`config.mk`:
```
export PLATFORM = sky130hd
export DESIGN_NAME = datapath_core
export DESIGN_NICKNAME = d
export VERILOG_FILES = /design/src/rtl/datapath_core.sv
export SDC_FILE = /design/constraint.sdc
export NUM_CORES = 1
export LEC_CHECK = 0
export ABC_AREA = 1
export BUFFER_PORTS_ARGS = -buffer_cell sky130_fd_sc_hd__buf_2
export CORE_MARGIN = 4
export CORE_UTILIZATION = 50
export DETAILED_ROUTE_END_ITERATION = 10
export GPL_TIMING_DRIVEN = 1
export PLACE_DENSITY_LB_ADDON = 0.08
export SYNTH_ARGS = -nofsm -noshare
export SYNTH_HDL_FRONTEND = slang
export SYNTH_SLANG_ARGS = --single-unit
```
`constraint.sdc`:
```
create_clock -name clock -period 5.22 [get_ports clock]
set_clock_uncertainty 0.2 [all_clocks]
set_input_delay 0.522 -clock clock [delete_from_list [all_inputs] [get_ports clock]]
set_output_delay 0.522 -clock clock [all_outputs]
set_load 0.005 [all_outputs]
```
`src/rtl/datapath_core.sv`:
```
`default_nettype none
// ============================================================================
//  Module   : datapath_core
//  Purpose  : 32-bit single-bus CPU datapath. Holds R1-R4, PC, IR, MAR, MDR,
//             the ALU operand latch Y and the 64-bit result register Z. All
//             register-to-register transfers go over one shared bus. An
//             external sequencer drives the in/out strobes one step at a time.
//  Ports    : clock            rising-edge clock for every register
//             clear            synchronous reset, active-low
//             Mdatain[31:0]    memory read data
//             MD_read          MDR source select (1 = Mdatain, 0 = bus)
//             *in strobes      register load enables (Zlowin loads all 64 bits)
//             *out strobes     bus source enables (fixed priority)
//             IncPC/ROL[/ROR]  ALU operation selects (IncPC > ROL > ROR > add)
//             BusMuxOut        current bus value
//             MARout_addr      MAR contents (memory address)
//             IRout_q          IR contents for the control unit
//  Options  : DATAPATH_ROR_EN  adds the ROR port and a rotate-right ALU op
//  Revision : 1.0  initial release
// ============================================================================
module datapath_core #(
    parameter int WIDTH = 32
) (
    input  logic             clock,
    input  logic             clear,
    input  logic [WIDTH-1:0] Mdatain,
    input  logic             MD_read,
    input  logic             MDRin,
    input  logic             MARin,
    input  logic             PCin,
    input  logic             IRin,
    input  logic             Yin,
    input  logic             Zlowin,
    input  logic             R1in,
    input  logic             R2in,
    input  logic             R3in,
    input  logic             R4in,
    input  logic             MDRout,
    input  logic             PCout,
    input  logic             Zlowout,
    input  logic             R1out,
    input  logic             R2out,
    input  logic             R3out,
    input  logic             R4out,
    input  logic             IncPC,
    input  logic             ROL,
`ifdef DATAPATH_ROR_EN
    input  logic             ROR,
`endif
    output logic [WIDTH-1:0] BusMuxOut,
    output logic [WIDTH-1:0] MARout_addr,
    output logic [WIDTH-1:0] IRout_q
);

    localparam int c_SHW = $clog2(WIDTH);

    logic [WIDTH-1:0]   r_r1, r_r2, r_r3, r_r4;
    logic [WIDTH-1:0]   r_pc, r_ir, r_mar, r_mdr, r_y;
    logic [2*WIDTH-1:0] r_z;

    logic [WIDTH-1:0]   w_bus;
    logic [WIDTH-1:0]   w_mdr_d;
    logic [c_SHW-1:0]   w_shamt;
    logic [2*WIDTH-1:0] w_rot_dbl;
    logic [2*WIDTH-1:0] w_rol_ext;
    logic [2*WIDTH-1:0] w_alu;
`ifdef DATAPATH_ROR_EN
    logic [2*WIDTH-1:0] w_ror_ext;
`endif

    // Bus source select, fixed priority. Idle bus reads as zero.
    always_comb begin
        w_bus = '0;
        if (MDRout)       w_bus = r_mdr;
        else if (PCout)   w_bus = r_pc;
        else if (Zlowout) w_bus = r_z[WIDTH-1:0];
        else if (R1out)   w_bus = r_r1;
        else if (R2out)   w_bus = r_r2;
        else if (R3out)   w_bus = r_r3;
        else if (R4out)   w_bus = r_r4;
    end

    assign w_mdr_d = MD_read ? Mdatain : w_bus;

    // Rotations operate on Y concatenated with itself: a left shift leaves
    // the rotated word in the upper half, a right shift in the lower half.
    // Only B[4:0] is used, so a bus value of 32 rotates by zero.
    assign w_shamt   = w_bus[c_SHW-1:0];
    assign w_rot_dbl = {r_y, r_y};
    assign w_rol_ext = w_rot_dbl << w_shamt;
`ifdef DATAPATH_ROR_EN
    assign w_ror_ext = w_rot_dbl >> w_shamt;
`endif

    // ALU: A = Y, B = bus. The high word of Z is always zero for these ops.
    always_comb begin
        w_alu = '0;
        if (IncPC)
            w_alu[WIDTH-1:0] = w_bus + WIDTH'(1);
        else if (ROL)
            w_alu[WIDTH-1:0] = w_rol_ext[2*WIDTH-1:WIDTH];
`ifdef DATAPATH_ROR_EN
        else if (ROR)
            w_alu[WIDTH-1:0] = w_ror_ext[WIDTH-1:0];
`endif
        else
            w_alu[WIDTH-1:0] = r_y + w_bus;
    end

    // Register file. Reset overrides every load strobe in the same cycle.
    always_ff @(posedge clock) begin
        if (!clear) begin
            r_r1  <= '0;
            r_r2  <= '0;
            r_r3  <= '0;
            r_r4  <= '0;
            r_pc  <= '0;
            r_ir  <= '0;
            r_mar <= '0;
            r_mdr <= '0;
            r_y   <= '0;
            r_z   <= '0;
        end else begin
            if (R1in)   r_r1  <= w_bus;
            if (R2in)   r_r2  <= w_bus;
            if (R3in)   r_r3  <= w_bus;
            if (R4in)   r_r4  <= w_bus;
            if (PCin)   r_pc  <= w_bus;
            if (IRin)   r_ir  <= w_bus;
            if (MARin)  r_mar <= w_bus;
            if (MDRin)  r_mdr <= w_mdr_d;
            if (Yin)    r_y   <= w_bus;
            if (Zlowin) r_z   <= w_alu;
        end
    end

    assign BusMuxOut   = w_bus;
    assign MARout_addr = r_mar;
    assign IRout_q     = r_ir;

endmodule
`default_nettype wire

```
==> results of run 1 <==
[worst register-to-register path: stages, from the launching register on]
cell and delay, ns:
dfxtp_1 0.32, a21oi_1 0.15, nand2_1 0.09, nand2_1 0.07, nand3_1 0.08, o211ai_1 0.09
nand2_1 0.09, o21ai_1 0.12, inv_1 0.16, ha_1 0.38, a21oi_1 0.34, nor2_1 0.07
o21ai_0 0.17, nand2_1 0.07, a21oi_1 0.34, inv_1 0.14, a21oi_1 0.21, inv_1 0.08
or2_2 0.27, nand3_1 0.08, nand3_1 0.08, nand3_1 0.07, a21oi_1 0.07
[layer usage]
layer,GRT usage,vias up
met4,0.146,0
met3,0.0421,157
li1,-,9324
met5,0,-
met1,0.477,9063
met2,0.530,921
[layout by cell type (no fill, tap or decap), types with 11 or more instances in the layout]
cell type  instances
nand3_1          473
a21oi_1          427
nand2_1          395
o21ai_0          332
dfxtp_1          320
nor2_1           157
buf_2            148
inv_1            124
o211ai_1          57
buf_4             54
clkbuf_16         36
ha_1              35
o21ai_1           27
or2_2             14
xor2_1            12
nand4_1           11
[flip-flops by register name, summed over array words and instances (netlist names)]
name and cells:
r_r2 32, r_r1 32, r_pc 32, r_mdr 32, MARout_addr 32, r_r4 32
r_y 32, IRout_q 32, r_z 32, r_r3 32
[kinds of logic after synthesis]
logic type,after synthesis,share of synthesized area
AND/OR/NAND/NOR,1077,0.266
AO/OA/AOI/OAI,872,0.257
buffers and inverters,366,0.0858
flip-flops,320,0.358
adder cells (fa/ha/maj),36,0.0256
XOR/XNOR,15,0.00734
multiplexers,1,0.000560
[power breakdown]
| group | switching, mW | internal, mW |
|---|---|---|
| registers | 0.122 | 2.63 |
| clock network | 1.06 | 1.57 |
| logic | 1.14 | 0.506 |
| total | 2.32 | 4.70 |
[worst paths after layout]
kind / startpoint / to / slack [ns]
min reg2reg: r_mdr[13] / r_mdr[13] / 0.26
max: R2out / r_z[21] / 1.06
max reg2reg: r_r3[7] / r_z[18] / 1.35
min: Mdatain[29] / r_mdr[29] / 0.06
[metrics by stage]
stage,cell area (um^2),setup WS [ns],utilization
2_1_floorplan,17900,1.40,-
3_3_place_gp,18700,0.609,0.528
3_5_place_dp,18700,0.610,0.528
4_1_cts,19900,1.17,0.562
5_1_grt,19900,0.809,0.562
6_report,19900,1.06,0.562
[area by class of cell]
| class | count | area, um^2 |
|---|---|---|
| repair buffers | 206 | 1220 |
| fillers | 3484 | 15500 |
| flip-flops and latches | 320 | 6410 |
| clock buffers | 43 | 997 |
| inverters | 139 | 523 |
| clock inverters | 16 | 228 |
| multi-input cells | 2001 | 9960 |
| well taps | 461 | 577 |
[synth_stat cells, drive strengths merged]
master    n  share of area
nand3   473           0.13
a21oi   429           0.12
nand2   401          0.085
o21ai   361           0.10
dfxtp   320           0.36
nor2    163          0.035
clkbuf  145          0.030
inv     129          0.027
buf      82          0.026
o211ai   57          0.024
ha       35          0.024
or2      15         0.0052
xor2     12         0.0059
nand4    11         0.0038
a31oi    10         0.0035
clkinv   10         0.0022
nor3      7         0.0020
a21o      6         0.0025
a221oi    4         0.0020
nor4      3         0.0010
xnor2     3         0.0015
and2      2        0.00070
o21a      2        0.00084
o21bai    2        0.00084
a21boi    1        0.00042
and3      1        0.00035
fa        1         0.0011
mux2i     1        0.00056
nand3b    1        0.00042
==> out/metrics.cfg, run 1 <==
[floorplanning]
die_area_um2 = 38900
start_util = 0.505
fp.dieW_um = 197
core_um2 = 35400
ioPinCount = 150
die_h_um = 197
rows = 69

[critical_path]
ff2ff_path_depth = 22
worstSetupPathType = in -> reg
required_ns = 5.42
crit_path_cell_trace = buf_2, inv_2, buf_4, nand3_1, o211ai_1, nand3_1, nand2_1, nand2_1, o21ai_1, inv_1, ha_1, a21oi_1, inv_1, a21oi_1, inv_1, a21oi_1, nand3_1, or2_2, nand3_1, nand3_1, nand3_1, a21oi_1
critPathMaxFanout = 31
crit_path_start_kind = input port
critical_path.top_delay_family = simple AND/OR/NAND/NOR gates
crit_top_cell = nand3_1
slowest_delay_ns = 0.42
crit_arrival_ns = 4.36
critPathCaptureType = flip-flop
cp.depth = 22
crit_slowest_cell = inv_2
cp_num_buf_inv = 6

[placement]
dp_hpwl_um = 49300
io_buffers = 149
gp_congestion = 1.01
placedCellCount = 3127

[clocking]
cts_root_buf = clkbuf_16
cts.sinks = 320
post_cts_buffers = 0
cts.repair.resized = 0
clk_latency_ns = 0.54
clkTransAtPathRegs_ns = 0.06
cts_tree = yes
cts_buffers = 35
htreeDepth = 2
cts_hold_buffers = 0
clk_path_buf_depth = 3

[global_routing]
grt-ovfl-total = 0
grt_pass1_wl_um = 105000
grtUsageTotal = 0.340
grt_max_degree = 140
grt_pass1_vias = 18000
antenna_found_initial = 1

[timing]
fin_crit_sh = 0.798
tightest_slew_ns = 1.12
timing.slew.headroom = 0.247
hold_viol = 0
fmax_mhz = 240
min_period_ns = 4.16
hold_ws_ns = 0.0628
rsz0062_at_grt = false
setup_violations = 0
drv_slew = 0
tns_ns = 0

[power]
power_mw = 7.03
p_per_area_nw_per_um2 = 353
p_leak_nw = 8.56
ir_worst_vdd_uv = 291

[layout]
fin_cells = 3186
drive_gt1_frac = 0.110
finish.net_count = 2793
diodes = 0
syn_to_final_growth_pct = 11.3

[route]
viasPerCell = 6.11
dr.first_iter.drc_count = 2089
met3_length_um = 5820
routedLengthMet1_um = 29000
wl_met2_um = 30400
wl_um = 68400
dr.pass1.iters = 6
postRouteAntennaNets = 0
top_layer = met4
wl_per_cell_um = 21.5
vias = 19500
drc = 0

[worst_hold_path]
min_path_cells = 3
hp-class = in -> reg

[logic_synthesis]
synth_cell_type_count = 42
ys_warn_count = 0
synth_cells = 2687
syn-cell-area_um2 = 17900
avgSynthCellArea_um2 = 6.66
synth-seq-cells = 320
synth-seq-area-share = 0.358
syn_nets = 2777

[outcome]
status = finished, final reports clean

[flow_run]
drv_cap = 0

Power figures use the tool's default switching activity.
==> inputs of run 2 (changes only) <==
==> constraint.sdc (replaced) <==
create_clock -name clock -period 3.4 [get_ports clock]
set_clock_uncertainty 0.2 [all_clocks]
set_input_delay 0.34 -clock clock [delete_from_list [all_inputs] [get_ports clock]]
set_output_delay 0.34 -clock clock [all_outputs]
set_load 0.005 [all_outputs]
==> out/metrics.cfg, run 2 (synthesis gave the netlist of run 1 again) <==
[critical_path]
slowest_delay_ns = 0.33  ; -0.09 ns
critPathMaxFanout = 3  ; -90%
critPathCaptureType = flip-flop
crit_arrival_ns = 3.56  ; -0.80 ns
crit_path_cell_trace = nand3_2, nand3_2, o21ai_2, o21ai_2, nand2_1, nand2_1, nand2_2, inv_2, ha_4, a21oi_1, nand2_1, nand2_1, nand2_1, a21oi_2, o21ai_2, a21oi_2, o21ai_2, or2_2, nand3_1, nand3_1, nand3_1, a21oi_1
critPathLaunch = r_r4[2]
crit_path_start_kind = flip-flop
crit_top_cell = nand2_1
worstSetupPathType = reg -> reg
required_ns = 3.62  ; -1.80 ns
r2r_start = r_r4[2]
crit_slowest_cell = dfxtp_2

[timing]
rsz0062_at_grt = true
layout_setup_ws_ns = 0.0683  ; -0.988 ns
tightest_slew_ns = 1.04  ; -0.0872 ns
min_period_ns = 3.33
fmax_mhz = 300
timing.slew.headroom = 0.310  ; +0.0627
drv_slew = 0  ; unchanged
fin_crit_sh = 0.980
setup_violations = 0  ; unchanged
tns_ns = 0  ; unchanged
hold_viol = 0  ; unchanged

[clocking]
cts_tree = yes
cts_root_buf = clkbuf_16
cts_buffers = 36  ; +2.9%
cts.sinks = 320  ; unchanged
clkTransAtPathRegs_ns = 0.06  ; about the same
clk_latency_ns = 0.55  ; about the same
htreeDepth = 2  ; unchanged
clk_path_buf_depth = 3  ; unchanged

[route]
dr.first_iter.drc_count = 2160  ; +3.4%
dr.pass1.iters = 7  ; +1
wl_um = 70700  ; +3.4%
drc = 0  ; unchanged
wl_per_cell_um = 20.6  ; -4.0%
postRouteAntennaNets = 0  ; unchanged
vias = 20600  ; +5.9%
viasPerCell = 6.01  ; -1.6%

[flow_run]
drv_cap = 0  ; unchanged

[worst_hold_path]
hp-class = in -> reg
min_from = MDRin

[power]
ir_worst_vdd_uv = 458  ; +57%
p_leak_nw = 9.85  ; +15%
p_per_area_nw_per_um2 = 513  ; +45%

[outcome]
status = finished, final reports clean

[layout]
drive_gt1_frac = 0.219  ; +0.109
mostFrequentLayoutCell = nand3_1
syn_to_final_growth_pct = 26.8
finish.net_count = 3035  ; +8.7%
layout_common_cells = nand3_1, a21oi_1, nand2_1
diodes = 0  ; unchanged

[global_routing]
grt-ovfl-total = 0  ; unchanged
grt_pass1_wl_um = 109000  ; +3.9%
grtUsageTotal = 0.350  ; +0.00997
antenna_found_initial = 0  ; -1
grt_pass1_vias = 19400  ; +7.7%
grt_max_degree = 115  ; -18%

[floorplanning]
fp.dieW_um = 197  ; unchanged
ioPinCount = 150  ; unchanged
die_h_um = 197  ; unchanged
rows = 69  ; unchanged
core_um2 = 35400  ; unchanged
die_area_um2 = 38900  ; unchanged
start_util = 0.505  ; unchanged

[placement]
dpl_worst_slack_ns = -0.636  ; -1.25 ns
gp_congestion = 1.01  ; -0.27%
io_buffers = 149  ; unchanged
dp_hpwl_um = 50500  ; +2.4%

run 2: cell count changes in the layout (fill, tap and decap cells not counted), sizes merged, moves of 2 or more:
cell	delta
clkinvlp	+2
dlygate4sd3	+32
buf	+209
bufinv	+4
clkbuf	-3
run 2: path summary, 6_finish.rpt:
kind,to,slack [ns],cells after the start
setup / recovery,r_z[11],0.07,22
hold / removal,r_mdr[2],0.12,3
setup reg to reg,r_z[11],0.07,22
hold reg to reg,r_mdr[0],0.26,2
run 2: layout make-up:
cell class,count,area (um^2)
Inverter,139,537
Clock buffer,40,936
Sequential cell,320,6410
Multi-Input combinational cell,2001,10600
Tap cell,461,577
Fill cell,3288,12700
Clock inverter,22,385
Timing Repair Buffer,447,3210
run 2: critical path, delay by kind of cell (launching register included):
family | cells | cell delay, ns
and+or+nand+nor | 12 | 1.30
AOI/OAI and AO/OA | 8 | 1.10
DFF | 1 | 0.33
adders and majority gates | 1 | 0.20
buffers and inverters | 1 | 0.08
run 2: repair_timing:
item | in CTS | in global routing
endpoints found under the setup margin | 14 | 23
cloned | 0 | 0
gates resized for setup | 18 | 151
pin swaps | 10 | 52
buffers inserted | 11 | 9
hold buffers | 32 | 0
endpoints found under the hold margin | 32 | 0
run 2: metrics by stage:
stage	hold WS, ns	util	cell area, um^2	std cells	power, mW
detailed placement	0.250	0.571	20200	3317	7.05
CTS	0.0958	0.622	22000	3422	11.4
global placement	0.248	0.571	20200	3317	7.01
floorplan	0.241	-	17900	2687	5.91
finish	0.124	0.641	22700	3430	11.6
global route	0.128	0.641	22700	3430	12.1
run 2: where the power goes:
| group | switching [mW] | internal (mW) |
|---|---|---|
| logic | 1.93 | 1.15 |
| clock network | 1.70 | 2.63 |
| registers | 0.190 | 4.04 |
| total | 3.82 | 7.82 |
run 2: routing by layer:
| layer | track usage | vias to the layer above | share of wire | routed length [um] |
|---|---|---|---|---|
| met3 | 0.0592 | 219 | 0.083 | 5900 |
| met2 | 0.543 | 1046 | 0.44 | 31200 |
| met5 | 0 | - | 0 | 0 |
| li1 | - | 9798 | - | - |
| met1 | 0.470 | 9560 | 0.42 | 29300 |
| met4 | 0.184 | 0 | 0.061 | 4310 |
==> inputs of run 3 (changes only) <==
--- a/config.mk
+++ b/config.mk
@@ -9,6 +9,7 @@
 export BUFFER_PORTS_ARGS = -buffer_cell sky130_fd_sc_hd__buf_2
 export CORE_MARGIN = 4
 export CORE_UTILIZATION = 50
+export CTS_BUF_LIST = sky130_fd_sc_hd__clkbuf_16
 export DETAILED_ROUTE_END_ITERATION = 10
 export GPL_TIMING_DRIVEN = 1
 export PLACE_DENSITY_LB_ADDON = 0.08
==> out/metrics.cfg, run 3 (synthesis gave the netlist of run 1 again) <==
[critical_path]
worstSetupPathType = reg -> reg
r2r_end = r_z[2]
slowest_delay_ns = 0.32  ; about the same
critPathMaxFanout = 2  ; -1
crit_arrival_ns = 3.56  ; about the same
crit_slowest_cell = dfxtp_2
ff2ff_path_depth = 26  ; +18%
required_ns = 3.68  ; +0.06 ns
crit_top_cell = buf_4
rrSetupSlack_ns = 0.11  ; +0.04 ns
crit_path_start_kind = flip-flop
r2r_start = r_r4[0]
critical_path.top_delay_family = buffers and inverters
cp.depth = 26  ; +18%
cp_num_buf_inv = 12  ; +11
critPathCaptureType = flip-flop

[global_routing]
grtUsageTotal = 0.350  ; -0.000409
grt_max_degree = 115  ; unchanged
grt_pass1_vias = 19400  ; -0.16%
grt_pass1_wl_um = 109000  ; -0.11%
grt-ovfl-total = 0  ; unchanged
antenna_found_initial = 0  ; unchanged

[placement]
placedCellCount = 3317  ; unchanged
io_buffers = 149  ; unchanged
place_area_um2 = 20200  ; unchanged
dp_hpwl_um = 50500  ; unchanged
gp_congestion = 1.01  ; unchanged

[route]
vias = 20700  ; +0.35%
dr.first_iter.drc_count = 2199  ; +1.8%
viasPerCell = 6.03  ; +0.35%
wl_per_cell_um = 20.6  ; -0.28%
drc = 0  ; unchanged
wl_um = 70500  ; -0.28%
postRouteAntennaNets = 0  ; unchanged
dr.pass1.iters = 7  ; unchanged

[floorplanning]
core_um2 = 35400  ; unchanged
rows = 69  ; unchanged
die_area_um2 = 38900  ; unchanged
start_util = 0.505  ; unchanged
die_h_um = 197  ; unchanged
ioPinCount = 150  ; unchanged
fp.dieW_um = 197  ; unchanged

[clocking]
clk_path_buf_depth = 3  ; unchanged
cts_buffers = 36  ; unchanged
clk_latency_ns = 0.55  ; about the same
clkTransAtPathRegs_ns = 0.06  ; about the same
htreeDepth = 2  ; unchanged
cts_tree = yes
cts_root_buf = clkbuf_16
cts.sinks = 320  ; unchanged

[timing]
tightest_slew_ns = 1.03  ; -0.000735 ns
setup_violations = 0  ; unchanged
drv_slew = 0  ; unchanged
timing.slew.headroom = 0.310  ; +0.000490
min_period_ns = 3.29  ; -0.0431 ns
fmax_mhz = 304  ; +1.3%
tns_ns = 0  ; unchanged
hold_viol = 0  ; unchanged
fin_crit_sh = 0.967  ; -0.0127
rsz0062_at_grt = true

[layout]
finish.net_count = 3035  ; unchanged
mostFrequentLayoutCell = nand3_1
nFillCells = 3309  ; +0.64%
syn_to_final_growth_pct = 26.4
final_area_um2 = 22600  ; -0.31%
layout_common_cells = nand3_1, a21oi_1, nand2_1
diodes = 0  ; unchanged
fin_cells = 3430  ; unchanged
drive_gt1_frac = 0.215  ; -0.00438

[outcome]
status = finished, final reports clean

[power]
ir_worst_vdd_uv = 462  ; +0.97%
p_leak_nw = 9.85  ; about the same
p_per_area_nw_per_um2 = 512  ; -0.22%
power_mw = 11.6  ; -0.53%

[worst_hold_path]
whs_endpoint = r_mdr[2]
hp-class = in -> reg
min_from = MDRin
min_path_cells = 3  ; unchanged

[flow_run]
drv_cap = 0  ; unchanged

==> run 3: cell types whose count changed in the layout (fill, tap and decap cells not counted), sizes merged <==
| cell | delta |
|---|---|
| clkinv | +2 |
| clkbuf | -4 |
| inv | +2 |
==> run 3: layout make-up <==
| type | count | area (um^2) | share of cell area |
|---|---|---|---|
| inverter | 139 | 537 | 0.0237 |
| clock buffer | 36 | 901 | 0.0398 |
| clock inverter | 26 | 400 | 0.0177 |
| sequential | 320 | 6410 | 0.284 |
| tap | 461 | 577 | 0.0255 |
| timing repair buffer | 447 | 3210 | 0.142 |
| multi-input combinational | 2001 | 10600 | 0.468 |
==> run 3: power by group <==
group / switching [mW] / internal (mW) / total (mW)
sequential: 0.189 / 4.04 / 4.23
combinational: 1.92 / 1.14 / 3.06
clock: 1.70 / 2.58 / 4.28
==> run 3: worst register-to-register path: cells and delay by family, from the launching register on <==
| kind | cells | cell delay, ns |
|---|---|---|
| flip-flops | 1 | 0.32 |
| adder cells (fa/ha/maj) | 2 | 0.34 |
| AND/OR/NAND/NOR | 9 | 0.76 |
| AO/OA/AOI/OAI | 3 | 0.37 |
| buffers and inverters | 12 | 1.23 |
==> run 3: metal layers <==
metal	share of wire	wire length [um]	track usage	vias up
met4	0.060	4220	0.181	0
met1	0.41	29000	0.469	9599
met3	0.090	6310	0.0595	224
li1	-	-	-	9795
met2	0.44	31000	0.544	1077
met5	0	0	0	-
==> run 3: worst max path at each step <==
stage	startpoint	to	slack [ns]
finish	r_r4[0]	r_z[2]	0.11
global route	r_r3[8]	r_z[29]	-0.1
CTS	r_r4[0]	r_z[16]	-0.03
detailed placement	R2out	r_z[21]	-0.64
global placement	R2out	r_z[21]	-0.67
floorplan	R3out	r_z[18]	-0.05
==> run 3: through the flow <==
stage               utilization  hold slack, ns  setup slack, ns
floorplan                     -           0.241          -0.0542
global placement          0.571           0.248           -0.674
detailed placement        0.571           0.250           -0.636
CTS                       0.621          0.0955          -0.0282
global route              0.639           0.131          -0.0992
finish                    0.639           0.130            0.111
==> run 3: repair_timing <==
item	in CTS	in global routing
setup endpoints to repair	14	23
pin swaps	10	50
hold endpoints to repair	32	0
resized for setup	16	141
hold buffers	32	0
buffers inserted	11	9
